[src/rtl/instr_pkg.sv]
`default_nettype none
// +----------------------------------------------------------------------+
// | instr_pkg: instruction widths, field positions, nsel codes, opcodes  |
// | rev 1.0                                                              |
// +----------------------------------------------------------------------+
package instr_pkg;

    localparam int INSTR_W   = 16;

    localparam int OPCODE_HI = 15;
    localparam int OPCODE_LO = 13;
    localparam int OP_HI     = 12;
    localparam int OP_LO     = 11;
    localparam int RN_HI     = 10;
    localparam int RN_LO     = 8;
    localparam int RD_HI     = 7;
    localparam int RD_LO     = 5;
    localparam int SH_HI     = 4;
    localparam int SH_LO     = 3;
    localparam int RM_HI     = 2;
    localparam int RM_LO     = 0;

    localparam logic [2:0] NSEL_RM = 3'b001;
    localparam logic [2:0] NSEL_RD = 3'b010;
    localparam logic [2:0] NSEL_RN = 3'b100;

    typedef enum logic [2:0] {
        MOV = 3'b110,
        ALU = 3'b101,
        LDR = 3'b011,
        STR = 3'b100
    } opcode_e;

endpackage
`default_nettype wire

[src/rtl/instr_field_decode.sv]
`default_nettype none
// +----------------------------------------------------------------------+
// | instr_field_decode: combinational field split / sign-extension of    |
// | the queue head; all outputs forced to zero when the head is invalid  |
// | rev 1.0                                                              |
// +----------------------------------------------------------------------+
module instr_field_decode
    import instr_pkg::*;
#(
    parameter int DATA_W = 16
) (
    input  logic [INSTR_W-1:0] instr,
    input  logic [2:0]         nsel,
    input  logic               valid,
    output logic [2:0]         opcode,
    output logic [1:0]         op,
    output logic [1:0]         shift,
    output logic [2:0]         readnum,
    output logic [2:0]         writenum,
    output logic [DATA_W-1:0]  sximm8,
    output logic [DATA_W-1:0]  sximm5,
    output logic               nsel_err
);

    logic [2:0] w_regnum;
    logic       w_legal;

    always_comb begin
        w_regnum = '0;
        w_legal  = 1'b1;
        case (nsel)
            NSEL_RM: w_regnum = instr[RM_HI:RM_LO];
            NSEL_RD: w_regnum = instr[RD_HI:RD_LO];
            NSEL_RN: w_regnum = instr[RN_HI:RN_LO];
            default: w_legal  = 1'b0;
        endcase
    end

    assign opcode   = valid ? instr[OPCODE_HI:OPCODE_LO] : '0;
    assign op       = valid ? instr[OP_HI:OP_LO]         : '0;
    assign shift    = valid ? instr[SH_HI:SH_LO]         : '0;
    assign readnum  = valid ? w_regnum                   : '0;
    assign writenum = valid ? w_regnum                   : '0;
    // Size casts of signed operands replicate the sign bit up to DATA_W.
    assign sximm8   = valid ? DATA_W'($signed(instr[7:0])) : '0;
    assign sximm5   = valid ? DATA_W'($signed(instr[4:0])) : '0;
    assign nsel_err = valid && !w_legal;

endmodule
`default_nettype wire

[src/rtl/instr_decode_queue.sv]
`default_nettype none
// +----------------------------------------------------------------------+
// | instr_decode_queue: DEPTH-entry instruction FIFO with decoded head   |
// | rev 1.0                                                              |
// +----------------------------------------------------------------------+
module instr_decode_queue
    import instr_pkg::*;
#(
    parameter int DATA_W = 16,
    parameter int DEPTH  = 2
) (
    input  logic                       clk,
    input  logic                       reset_n,
    input  logic                       flush,
    input  logic                       in_valid,
    output logic                       in_ready,
    input  logic [INSTR_W-1:0]         in_instr,
    output logic                       out_valid,
    input  logic                       out_ready,
    input  logic [2:0]                 nsel,
    output logic [2:0]                 opcode,
    output logic [1:0]                 op,
    output logic [1:0]                 shift,
    output logic [2:0]                 readnum,
    output logic [2:0]                 writenum,
    output logic [DATA_W-1:0]          sximm8,
    output logic [DATA_W-1:0]          sximm5,
    output logic                       nsel_err,
    output logic [$clog2(DEPTH+1)-1:0] count
);

    localparam int                 c_ptr_w = $clog2(DEPTH);
    localparam int                 c_cnt_w = $clog2(DEPTH+1);
    localparam logic [c_cnt_w-1:0] c_depth = c_cnt_w'(DEPTH);

    logic [INSTR_W-1:0] r_mem [DEPTH];
    logic [c_ptr_w-1:0] r_wr_ptr;
    logic [c_ptr_w-1:0] r_rd_ptr;
    logic [c_cnt_w-1:0] r_count;
    logic               w_push;
    logic               w_pop;

    // in_ready depends only on registered occupancy, so a full queue
    // refuses a push even when the head is being consumed that cycle.
    assign in_ready  = (r_count < c_depth);
    assign out_valid = (r_count != '0);
    assign count     = r_count;
    assign w_push    = in_valid && in_ready;
    assign w_pop     = out_valid && out_ready;

    always_ff @(posedge clk or negedge reset_n) begin
        if (!reset_n) begin
            r_wr_ptr <= '0;
            r_rd_ptr <= '0;
            r_count  <= '0;
        end else if (flush) begin
            r_wr_ptr <= '0;
            r_rd_ptr <= '0;
            r_count  <= '0;
        end else begin
            if (w_push) r_wr_ptr <= r_wr_ptr + c_ptr_w'(1);
            if (w_pop)  r_rd_ptr <= r_rd_ptr + c_ptr_w'(1);
            case ({w_push, w_pop})
                2'b10:   r_count <= r_count + c_cnt_w'(1);
                2'b01:   r_count <= r_count - c_cnt_w'(1);
                default: r_count <= r_count;
            endcase
        end
    end

    always_ff @(posedge clk) begin
        if (w_push && !flush) r_mem[r_wr_ptr] <= in_instr;
    end

    instr_field_decode #(
        .DATA_W (DATA_W)
    ) u_decode (
        .instr    (r_mem[r_rd_ptr]),
        .nsel     (nsel),
        .valid    (out_valid),
        .opcode   (opcode),
        .op       (op),
        .shift    (shift),
        .readnum  (readnum),
        .writenum (writenum),
        .sximm8   (sximm8),
        .sximm5   (sximm5),
        .nsel_err (nsel_err)
    );

endmodule
`default_nettype wire

[config.mk]
export PLATFORM = sky130hd
export DESIGN_NAME = instr_decode_queue
export DESIGN_NICKNAME = d
export VERILOG_FILES = /design/src/rtl/instr_pkg.sv /design/src/rtl/instr_field_decode.sv /design/src/rtl/instr_decode_queue.sv
export SDC_FILE = /design/constraint.sdc
export NUM_CORES = 1
export LEC_CHECK = 0
export CAP_MARGIN = 10
export CORE_MARGIN = 1.5
export CORE_UTILIZATION = 42
export CTS_CLUSTER_DIAMETER = 30
export DETAILED_ROUTE_END_ITERATION = 7
export PLACE_DENSITY = 0.79
export SYNTH_ARGS = -nofsm -noshare
export SYNTH_HDL_FRONTEND = slang
export SYNTH_SLANG_ARGS = --single-unit
[constraint.sdc]
create_clock -name clk -period 3.3 [get_ports clk]
set_clock_uncertainty 0.15 [all_clocks]
set_input_delay 0.33 -clock clk [delete_from_list [all_inputs] [get_ports clk]]
set_output_delay 0.33 -clock clk [all_outputs]
set_load 0.01 [all_outputs]
==> results of run 1 <==
==> cells in the mapped netlist <==
library cell	n	area, um^2
a211oi_1	2	15.0
a211oi_2	1	12.5
a21o_1	1	7.51
a21oi_1	3	15.0
a22oi_1	2	15.0
a2bb2oi_1	1	8.76
and2_1	1	6.26
buf_2	1	5.00
buf_4	29	218
buf_6	1	11.3
buf_8	1	15.0
dfrtp_1	4	100
edfxtp_1	32	961
inv_1	3	11.3
mux2_2	8	90.1
mux2i_1	9	90.1
nand2_1	4	15.0
nand2b_1	2	12.5
nor2_1	11	41.3
nor2b_1	7	43.8
nor3_1	1	5.00
nor3b_1	4	30.0
o21ai_0	2	10.0
or3b_1	1	8.76
xor2_1	3	26.3
==> registers in the layout, summed over array words and instances (netlist names) <==
name      cells
r_mem        32
count         2
r_rd_ptr      1
r_wr_ptr      1
==> power breakdown <==
| part | internal, W | switching (W) | leakage, nW |
|---|---|---|---|
| Clock | 0.000143 | 0.000147 | 0.0453 |
| Combinational | 0.000137 | 0.000101 | 0.444 |
| Sequential | 0.000519 | 0.0000128 | 0.346 |
==> metal layers <==
metal | part of all wire, % | global-route usage, %
met1 | 39 | 18.0
met2 | 53 | 28.2
met3 | 6.2 | 4.77
met4 | 1.7 | 7.50
met5 | 0 | 0
==> per-stage QoR <==
step           hold slack, ns  instances
2_1_floorplan          -0.116        134
3_3_place_gp            0.393        229
3_5_place_dp            0.410        229
4_1_cts                0.0947        237
5_1_grt                 0.108        237
6_report                0.101        237
==> worst max-delay path: stages <==
cell and delay, ns:
clkdlybuf4s50_1 0.55, nor3b_1 0.38, a22oi_1 0.18, a211oi_1 0.39, clkdlybuf4s50_1 0.62
==> worst max-delay path by stage <==
stage                   from     endpoint  slack [ns]  depth (start not counted)
floorplan           count[1]  r_mem[1][0]        0.75                          2
finish               nsel[2]   readnum[0]        0.38                          5
detailed placement   nsel[2]   readnum[0]        0.40                          5
global route         nsel[2]  writenum[0]        0.20                          5
global placement     nsel[2]   readnum[0]        0.49                          5
CTS                  nsel[2]   readnum[0]        0.38                          5
==> final cells by class <==
class / instances / share of cell area [%]
sequential: 36 / 43.5
timing repair buffer: 77 / 31.2
inverter: 3 / 0.461
clock inverter: 3 / 0.564
clock buffer: 5 / 2.82
multi-input combinational: 63 / 19.0
tap: 50 / 2.56
==> logic make-up (layout without fill, tap and decap cells) <==
| kind of cell | count (synthesis) | count (layout) | share of synthesized area (%) |
|---|---|---|---|
| and+or+nand+nor | 31 | 31 | 9.17 |
| xor gates and xnor gates | 3 | 3 | 1.48 |
| DFF | 36 | 36 | 59.8 |
| muxes | 17 | 17 | 10.2 |
| AOI/OAI and AO/OA | 12 | 12 | 4.72 |
| buffers and inverters | 35 | 88 | 14.7 |
==> summary.md, run 1 <==
| Metric | Value |
|---|---|
| Hold Buf Count CTS | 0 |
| CTS tree | done |
| Status | finished, final reports clean |
| Final worst slack | roughly 0.38 ns |
| P&R area growth vs syn | 37.6% |
| Root Buffer | clkbuf_8 |
| Vias in the first global route | 1125 |
| Core area | between 0.004 and 0.005 mm^2 |
| Mapped Nets | between 150 and 200 |
| Max-cap violation count | 0 |
| Fill count | approximately 320 |
| Initial antenna violation count | 0 |
| Most frequent cells in the layout | 73 x clkdlybuf4s50_1, 32 x edfxtp_1, 11 x nor2_1 |
| Synth unique cells | 25 |
| Achievable Freq | about 340 MHz |
| Rows | 23 |
| FF/Latch Area | approximately 0.0011 mm^2 |
| Slew @ Worst Pin | roughly 0.67 ns |
| IO Pins | 74 |
| Final HPWL DP | roughly 2600 um |
| Reg clk slew, reported paths | approximately 0.070 ns |
| PnR Total Power | ~0.0011 W |
| Gr ovfl total | 0 |
| # diodes | 0 |
| Worst EP required | roughly 2.8 ns |
| Syn Area/Cell | 13.2 um^2 |
| Post-CTS setup buffer count | 0 |
| Commonest non-fill, non-tap cell in the layout | clkdlybuf4s50_1 |
| CP Class | in2out |
| Die X-Extent | a little under 70 um |
| Initial DRC count | 43 |
| Reg-to-Reg End | r_mem[1][6] |
| CTS H-Tree Depth | 2 |
| Post-cts sizing count | 0 |
| Layout Cell Area excl Fill | about 0.0024 mm^2 |
| Startpoint type of the worst setup path | input pin |
| Routed wire per std cell | roughly 15 um |
| DRC viols | 0 |
| Worst hold path class | in2async |
| Area of the multi-input gates | approximately 460 um^2 |
| Core Util, Final | around three fifths |
| Mapped Cells | approximately 130 |
| Largest net degree at the start of global routing | 18 |
| Setup WS pre-CTS | ~0.40 ns |
| Placer congestion estimate | ~0.7 |
| Chip height | just under 70 um |
| Vias | 1143 |
| Clock period minus worst slack | roughly 2.9 ns |
| Nets | 210 |
| Worst R2R Start | count[1] |
| Post-Synthesis Cell Area | 0.00177 mm^2 |
| CTS max path bufs | 2 |
| TritonRoute pass-1 iters | 4 |
| VDD IR-drop max | roughly 0.24 mV |
| Post-route clock period utilization | 88.5% |
| Crit Path Max Fanout | 5 |
| Share of cells above drive strength 1 | between 10% and 20% |
| Endpoint type of the worst setup path | primary output |
| Clk_lat worst skew | around 0.29 ns |
| Vias/cell | just under 5 |
| Final Hold Viols | 0 |
| WL final | around 3500 um |
| Power per cell area | approximately 430 mW/mm^2 |
| Critical Path AT | around 2.4 ns |
| Starting Density | around 44% |
| GRT Total Usage | 16.1% |
| Sequential area share after synthesis | between 50% and 60% |
| Clk sinks | 36 |
| DP Area | 0.00236 mm^2 |
| Final Max Slew Viols | 0 |
| Num CTS Buffers | 5 |
| Setup TNS | 0 ns |
| Final setup violation count | 0 |
| R2R Setup Slk | approximately 1.2 ns |
| Worst slew margin | 54.9% |
| DIE AREA | 0.00462 mm^2 |
| First-pass GRT wire length | around 5300 um |
| FF+latch count, synth | 36 |
| Pleak | 0.836 nW |
| Worst R2R Path Depth | 3 |
| Synthesis Warnings | 0 |
| DRT antenna net count | 0 |
| Port buffer count | 73 |
| RSZ-0062 raised after global routing | no |
Note: power is estimated with default switching activity, not from simulation.
==> run 2: changes to the inputs <==
--- a/config.mk
+++ b/config.mk
@@ -11,6 +11,7 @@
 export CTS_CLUSTER_DIAMETER = 30
 export DETAILED_ROUTE_END_ITERATION = 7
 export PLACE_DENSITY = 0.79
+export SKIP_LAST_GASP = 1
 export SYNTH_ARGS = -nofsm -noshare
 export SYNTH_HDL_FRONTEND = slang
 export SYNTH_SLANG_ARGS = --single-unit
==> constraint.sdc (replaced) <==
create_clock -name clk -period 3.3 [get_ports clk]
set_clock_uncertainty 0.15 [all_clocks]
set_input_delay 0.33 -clock clk [delete_from_list [all_inputs] [get_ports clk]]
set_output_delay 0.33 -clock clk [all_outputs]
set_load 0.005 [all_outputs]
==> summary.md, run 2 (synthesized netlist as in run 1, its figures left out) <==
| Metric | Value |
|---|---|
| Largest net degree at the start of global routing | 18 (unchanged) |
| Clock period minus worst slack | 2.85 ns (-0.0672 ns) |
| CTS max path bufs | 2 (unchanged) |
| DRC viols | 0 (unchanged) |
| Post-CTS setup buffer count | 0 (unchanged) |
| Final Hold Viols | 0 (unchanged) |
| Starting Density | 44.0% (unchanged) |
| R2R Setup Slk | 1.20 ns (+0.04 ns) |
| Post-route clock period utilization | 86.5% (-2.0 points) |
| Core Util, Final | 61.3% (+0.71 points) |
| Area of the multi-input gates | 463 um^2 (unchanged) |
| Vias/cell | 4.85 (+0.61%) |
| Slew @ Worst Pin | 0.690 ns (+0.0152 ns) |
| PnR Total Power | 0.00113 W (+6.6%) |
| Most frequent cells in the layout | 73 x clkdlybuf4s50_1, 32 x edfxtp_1, 11 x nor2_1 |
| Crit Path Max Fanout | 5 (unchanged) |
| Die X-Extent | 68.0 um (unchanged) |
| Layout Cells excl Fill | 237 (unchanged) |
| Worst EP required | 2.82 ns (about the same) |
| First-pass GRT wire length | 5300 um (-0.13%) |
| Final Max Slew Viols | 0 (unchanged) |
| Endpoint type of the worst setup path | primary output |
| Final HPWL DP | 2600 um (-1.0%) |
| Clk sinks | 36 (unchanged) |
| Final setup violation count | 0 (unchanged) |
| Layout Cell Area excl Fill | 0.00247 mm^2 (+1.2%) |
| GRT Total Usage | 16.1% (about the same) |
| FF/Latch Area | 0.00106 mm^2 (unchanged) |
| Worst R2R Path Depth | 3 (unchanged) |
| TritonRoute pass-1 iters | 3 (-1) |
| Cells after DPL | 229 (unchanged) |
| Commonest non-fill, non-tap cell in the layout | clkdlybuf4s50_1 |
| Placer congestion estimate | 0.685 (+0.74%) |
| Reg-to-Reg End | r_mem[1][6] |
| Hold Buf Count CTS | 0 (unchanged) |
| Port buffer count | 73 (unchanged) |
| Worst R2R Start | count[1] |
| Worst Setup SP | nsel[1] |
| Reg clk slew, reported paths | 0.07 ns (about the same) |
| DP Area | 0.00236 mm^2 (unchanged) |
| IO Pins | 74 (unchanged) |
| Root Buffer | clkbuf_8 |
| Critical Path AT | 2.37 ns (-0.07 ns) |
| Largest register FFs | 32 (unchanged) |
| Routed wire per std cell | 14.5 um (-2.0%) |
| CTS H-Tree Depth | 2 (unchanged) |
| Most flops, register | r_mem |
| Clk_lat worst skew | 0.29 ns (about the same) |
| Vias | 1150 (+0.61%) |
| CP Class | in2out |
| Initial antenna violation count | 0 (unchanged) |
| Chip height | 68.0 um (unchanged) |
| Gr ovfl total | 0 (unchanged) |
| P&R area growth vs syn | 39.2% |
| Fill count | 324 (unchanged) |
| Num CTS Buffers | 5 (unchanged) |
| Worst hold path class | in2async |
| WL final | 3440 um (-2.0%) |
| Nets | 210 (unchanged) |
| Status | finished, final reports clean |
| Rows | 23 (unchanged) |
| Max-cap violation count | 0 (unchanged) |
| Post-cts sizing count | 0 (unchanged) |
| Core area | 0.00403 mm^2 (unchanged) |
| # diodes | 0 (unchanged) |
| Setup TNS | 0 ns (unchanged) |
| Initial DRC count | 39 (-9.3%) |
| DRT antenna net count | 0 (unchanged) |
| RSZ-0062 raised after global routing | no |
| Worst slew margin | 53.8% (-1.0 points) |
| CTS tree | done |
| Startpoint type of the worst setup path | input pin |
| Vias in the first global route | 1145 (+1.8%) |
| DIE AREA | 0.00462 mm^2 (unchanged) |
| VDD IR-drop max | 0.468 mV (+98%) |
| Power per cell area | 458 mW/mm^2 (+5.3%) |
| Share of cells above drive strength 1 | 12.3% (+0.53 points) |
| Pleak | 0.844 nW (+1.1%) |
| Achievable Freq | 350 MHz (+2.4%) |
## run 2: cell types whose count changed in the layout (fill, tap and decap cells not counted), sizes merged
cell,delta
clkinv,-2
bufinv,+1
clkinvlp,+1
## run 2: metrics by stage
step,setup slack [ns],hold WS [ns]
floorplan,0.782,-0.116
global route,0.245,0.0953
finish,0.447,0.0894
global placement,0.516,0.393
detailed placement,0.464,0.410
CTS,0.441,0.0929
## run 2: routing by layer
| layer | track usage (%) | part of all wire [%] |
|---|---|---|
| met1 | 17.1 | 37 |
| met2 | 29.6 | 55 |
| met3 | 5.59 | 6.1 |
| met4 | 5.25 | 1.3 |
| met5 | 0 | 0 |
## run 2: how the worst max path moves through the flow
| stage | end | slack [ns] | cells after the start |
|---|---|---|---|
| after floorplan | r_mem[1][0] | 0.78 | 2 |
| after global placement | readnum[0] | 0.52 | 5 |
| after detailed placement | readnum[1] | 0.46 | 5 |
| after CTS | readnum[0] | 0.44 | 5 |
| after global routing | readnum[1] | 0.25 | 5 |
| final | readnum[0] | 0.45 | 5 |
## run 2: area by class of cell
type | count | share of cell area [%]
clock buffers | 5 | 2.79
inverters | 3 | 0.456
clock inverters | 3 | 1.72
repair buffers | 77 | 30.8
well taps | 50 | 2.53
multi-input cells | 63 | 18.7
flip-flops and latches | 36 | 43.0
## run 2: power by group
| part | switching (W) | internal (W) | total [W] | leakage (nW) |
|---|---|---|---|---|
| Combinational | 0.0000825 | 0.000136 | 0.000219 | 0.444 |
| Sequential | 0.0000127 | 0.000519 | 0.000532 | 0.346 |
| Clock | 0.000156 | 0.000223 | 0.000380 | 0.0541 |
## run 2: critical path: stages
cell and delay [ns]:
clkdlybuf4s50_1 0.53, nor3b_1 0.42, a21oi_1 0.17, a211oi_1 0.33
clkdlybuf4s50_1 0.58
==> run 3: changes to the inputs <==
==> constraint.sdc (replaced) <==
create_clock -name clk -period 3.02 [get_ports clk]
set_clock_uncertainty 0.15 [all_clocks]
set_input_delay 0.302 -clock clk [delete_from_list [all_inputs] [get_ports clk]]
set_output_delay 0.302 -clock clk [all_outputs]
set_load 0.005 [all_outputs]
==> summary.md, run 3 (synthesized netlist as in run 1, its figures left out) <==
| Metric | Value |
|---|---|
| Post-CTS setup buffer count | 0 (unchanged) |
| Worst EP required | 2.57 ns (-0.25 ns) |
| Most frequent cells in the layout | 73 x clkdlybuf4s50_1, 32 x edfxtp_1, 11 x nor2_1 |
| Largest register FFs | 32 (unchanged) |
| Placer congestion estimate | 0.695 (+1.5%) |
| Crit-path leading delay family | buffers and inverters |
| Final setup violation count | 0 (unchanged) |
| Die X-Extent | 68.0 um (unchanged) |
| Cells along the critical path | clkdlybuf4s50_1, nor3b_1, a22oi_1, a211oi_1, clkdlybuf4s50_1 |
| Achievable Freq | 358 MHz |
| Chip height | 68.0 um (unchanged) |
| Share of cells above drive strength 1 | 12.3% (unchanged) |
| CTS tree | done |
| Setup TNS | 0 ns (unchanged) |
| Starting Density | 44.0% (unchanged) |
| Gr ovfl total | 0 (unchanged) |
| CTS max path bufs | 2 (unchanged) |
| Max-cap violation count | 0 (unchanged) |
| Pleak | 0.844 nW (unchanged) |
| Clk sinks | 36 (unchanged) |
| IO Pins | 74 (unchanged) |
| Slowest cell on the critical path | clkdlybuf4s50_1 |
| DRC viols | 0 (unchanged) |
| Initial antenna violation count | 0 (unchanged) |
| Post-cts sizing count | 0 (unchanged) |
| Post-route clock period utilization | between 90% and 100% |
| RSZ-0062 raised after global routing | no |
| WL final | 3410 um (-0.76%) |
| Buf+Inv Stages, Crit Path | 2 (unchanged) |
| WHS | 0.0679 ns (-0.0215 ns) |
| Slew @ Worst Pin | 0.704 ns (+0.0138 ns) |
| Core area | 0.00403 mm^2 (unchanged) |
| Num CTS Buffers | 5 (unchanged) |
| Commonest non-fill, non-tap cell in the layout | clkdlybuf4s50_1 |
| Reg clk slew, reported paths | 0.07 ns (about the same) |
| Worst slew margin | 52.9% (-0.93 points) |
| DIE AREA | 0.00462 mm^2 (unchanged) |
| CTS H-Tree Depth | 2 (unchanged) |
| TritonRoute pass-1 iters | 4 (+1) |
| CP Class | in2out |
| Nets | 210 (unchanged) |
| Cell repeated most along the worst path | clkdlybuf4s50_1 |
| Largest net degree at the start of global routing | 18 (unchanged) |
| Endpoint type of the worst setup path | primary output |
| Critical Path AT | 2.34 ns (-0.03 ns) |
| Status | finished, final reports clean |
| Clk_lat worst skew | 0.29 ns (about the same) |
| # diodes | 0 (unchanged) |
| VDD IR-drop max | 0.325 mV (-30%) |
| Vias/cell | 4.74 (-2.3%) |
| First-pass GRT wire length | 5260 um (-0.66%) |
| Final HPWL DP | 2640 um (+1.3%) |
| Delay of the slowest critical-path stage | 0.60 ns (+0.02 ns) |
| Rows | 23 (unchanged) |
| Initial DRC count | 36 (-7.7%) |
| Worst hold path class | in2async |
| Final Max Slew Viols | 0 (unchanged) |
| Port buffer count | 73 (unchanged) |
| GRT Total Usage | 16.0% (-0.060 points) |
| Vias | 1124 (-2.3%) |
| DRT antenna net count | 0 (unchanged) |
| Startpoint type of the worst setup path | input pin |
| Hold Buf Count CTS | 0 (unchanged) |
| Crit Path Max Fanout | 5 (unchanged) |
| Final Hold Viols | 0 (unchanged) |
| Root Buffer | clkbuf_8 |
| Most flops, register | r_mem |
| Vias in the first global route | 1138 (-0.61%) |
| P&R area growth vs syn | 39.2% (unchanged) |
| Clock period minus worst slack | around 2.8 ns |
| Power per cell area | 499 mW/mm^2 (+9.1%) |
| Routed wire per std cell | 14.4 um (-0.76%) |
-- run 3: cell counts in the layout (fill, tap and decap cells not counted) --
No cell type changed its count.
-- run 3: final cells by class --
cell class / instances / area [um^2]
Clock inverter: 3 / 42.5
Sequential cell: 36 / 1060
Inverter: 3 / 11.3
Timing Repair Buffer: 77 / 761
Fill cell: 323 / 1560
Clock buffer: 5 / 68.8
Tap cell: 50 / 62.6
Multi-Input combinational cell: 63 / 463
-- run 3: per-stage QoR --
stage	power [W]	worst slack (ns)	utilization, %	cells	instance area (um^2)
floorplan	0.000719	0.502	-	134	1770
global placement	0.000825	0.286	58.5	229	2360
detailed placement	0.000834	0.191	58.5	229	2360
CTS	0.00125	0.196	61.3	237	2470
global route	0.00129	0.0313	61.3	237	2470
finish	0.00123	0.225	61.3	237	2470
-- run 3: final timing paths --
path | startpoint | endpoint | slack, ns | depth (start not counted)
max | nsel[2] | readnum[0] | 0.23 | 5
min | reset_n | count[0] | 0.07 | 1
max reg2reg | count[1] | r_mem[1][1] | 0.91 | 3
min reg2reg | r_wr_ptr | r_wr_ptr | 0.44 | 2
max in group asynchronous | reset_n | r_rd_ptr | 2.47 | 1
min in group clk | in_instr[14] | r_mem[0][14] | 0.44 | 1
-- run 3: power breakdown --
part	internal (W)	leakage, nW	switching (W)
registers	0.000567	0.346	0.0000136
logic	0.000149	0.444	0.0000901
clock network	0.000244	0.0541	0.000169
total	0.000960	0.844	0.000273
-- run 3: routing by layer --
| layer | GRT usage, % | vias to the layer above | part of all wire, % |
|---|---|---|---|
| met2 | 28.5 | 45 | 53 |
| met5 | 0 | - | 0 |
| li1 | - | 551 | - |
| met4 | 5.25 | 0 | 0.56 |
| met1 | 17.9 | 526 | 40 |
| met3 | 5.59 | 2 | 6.1 |
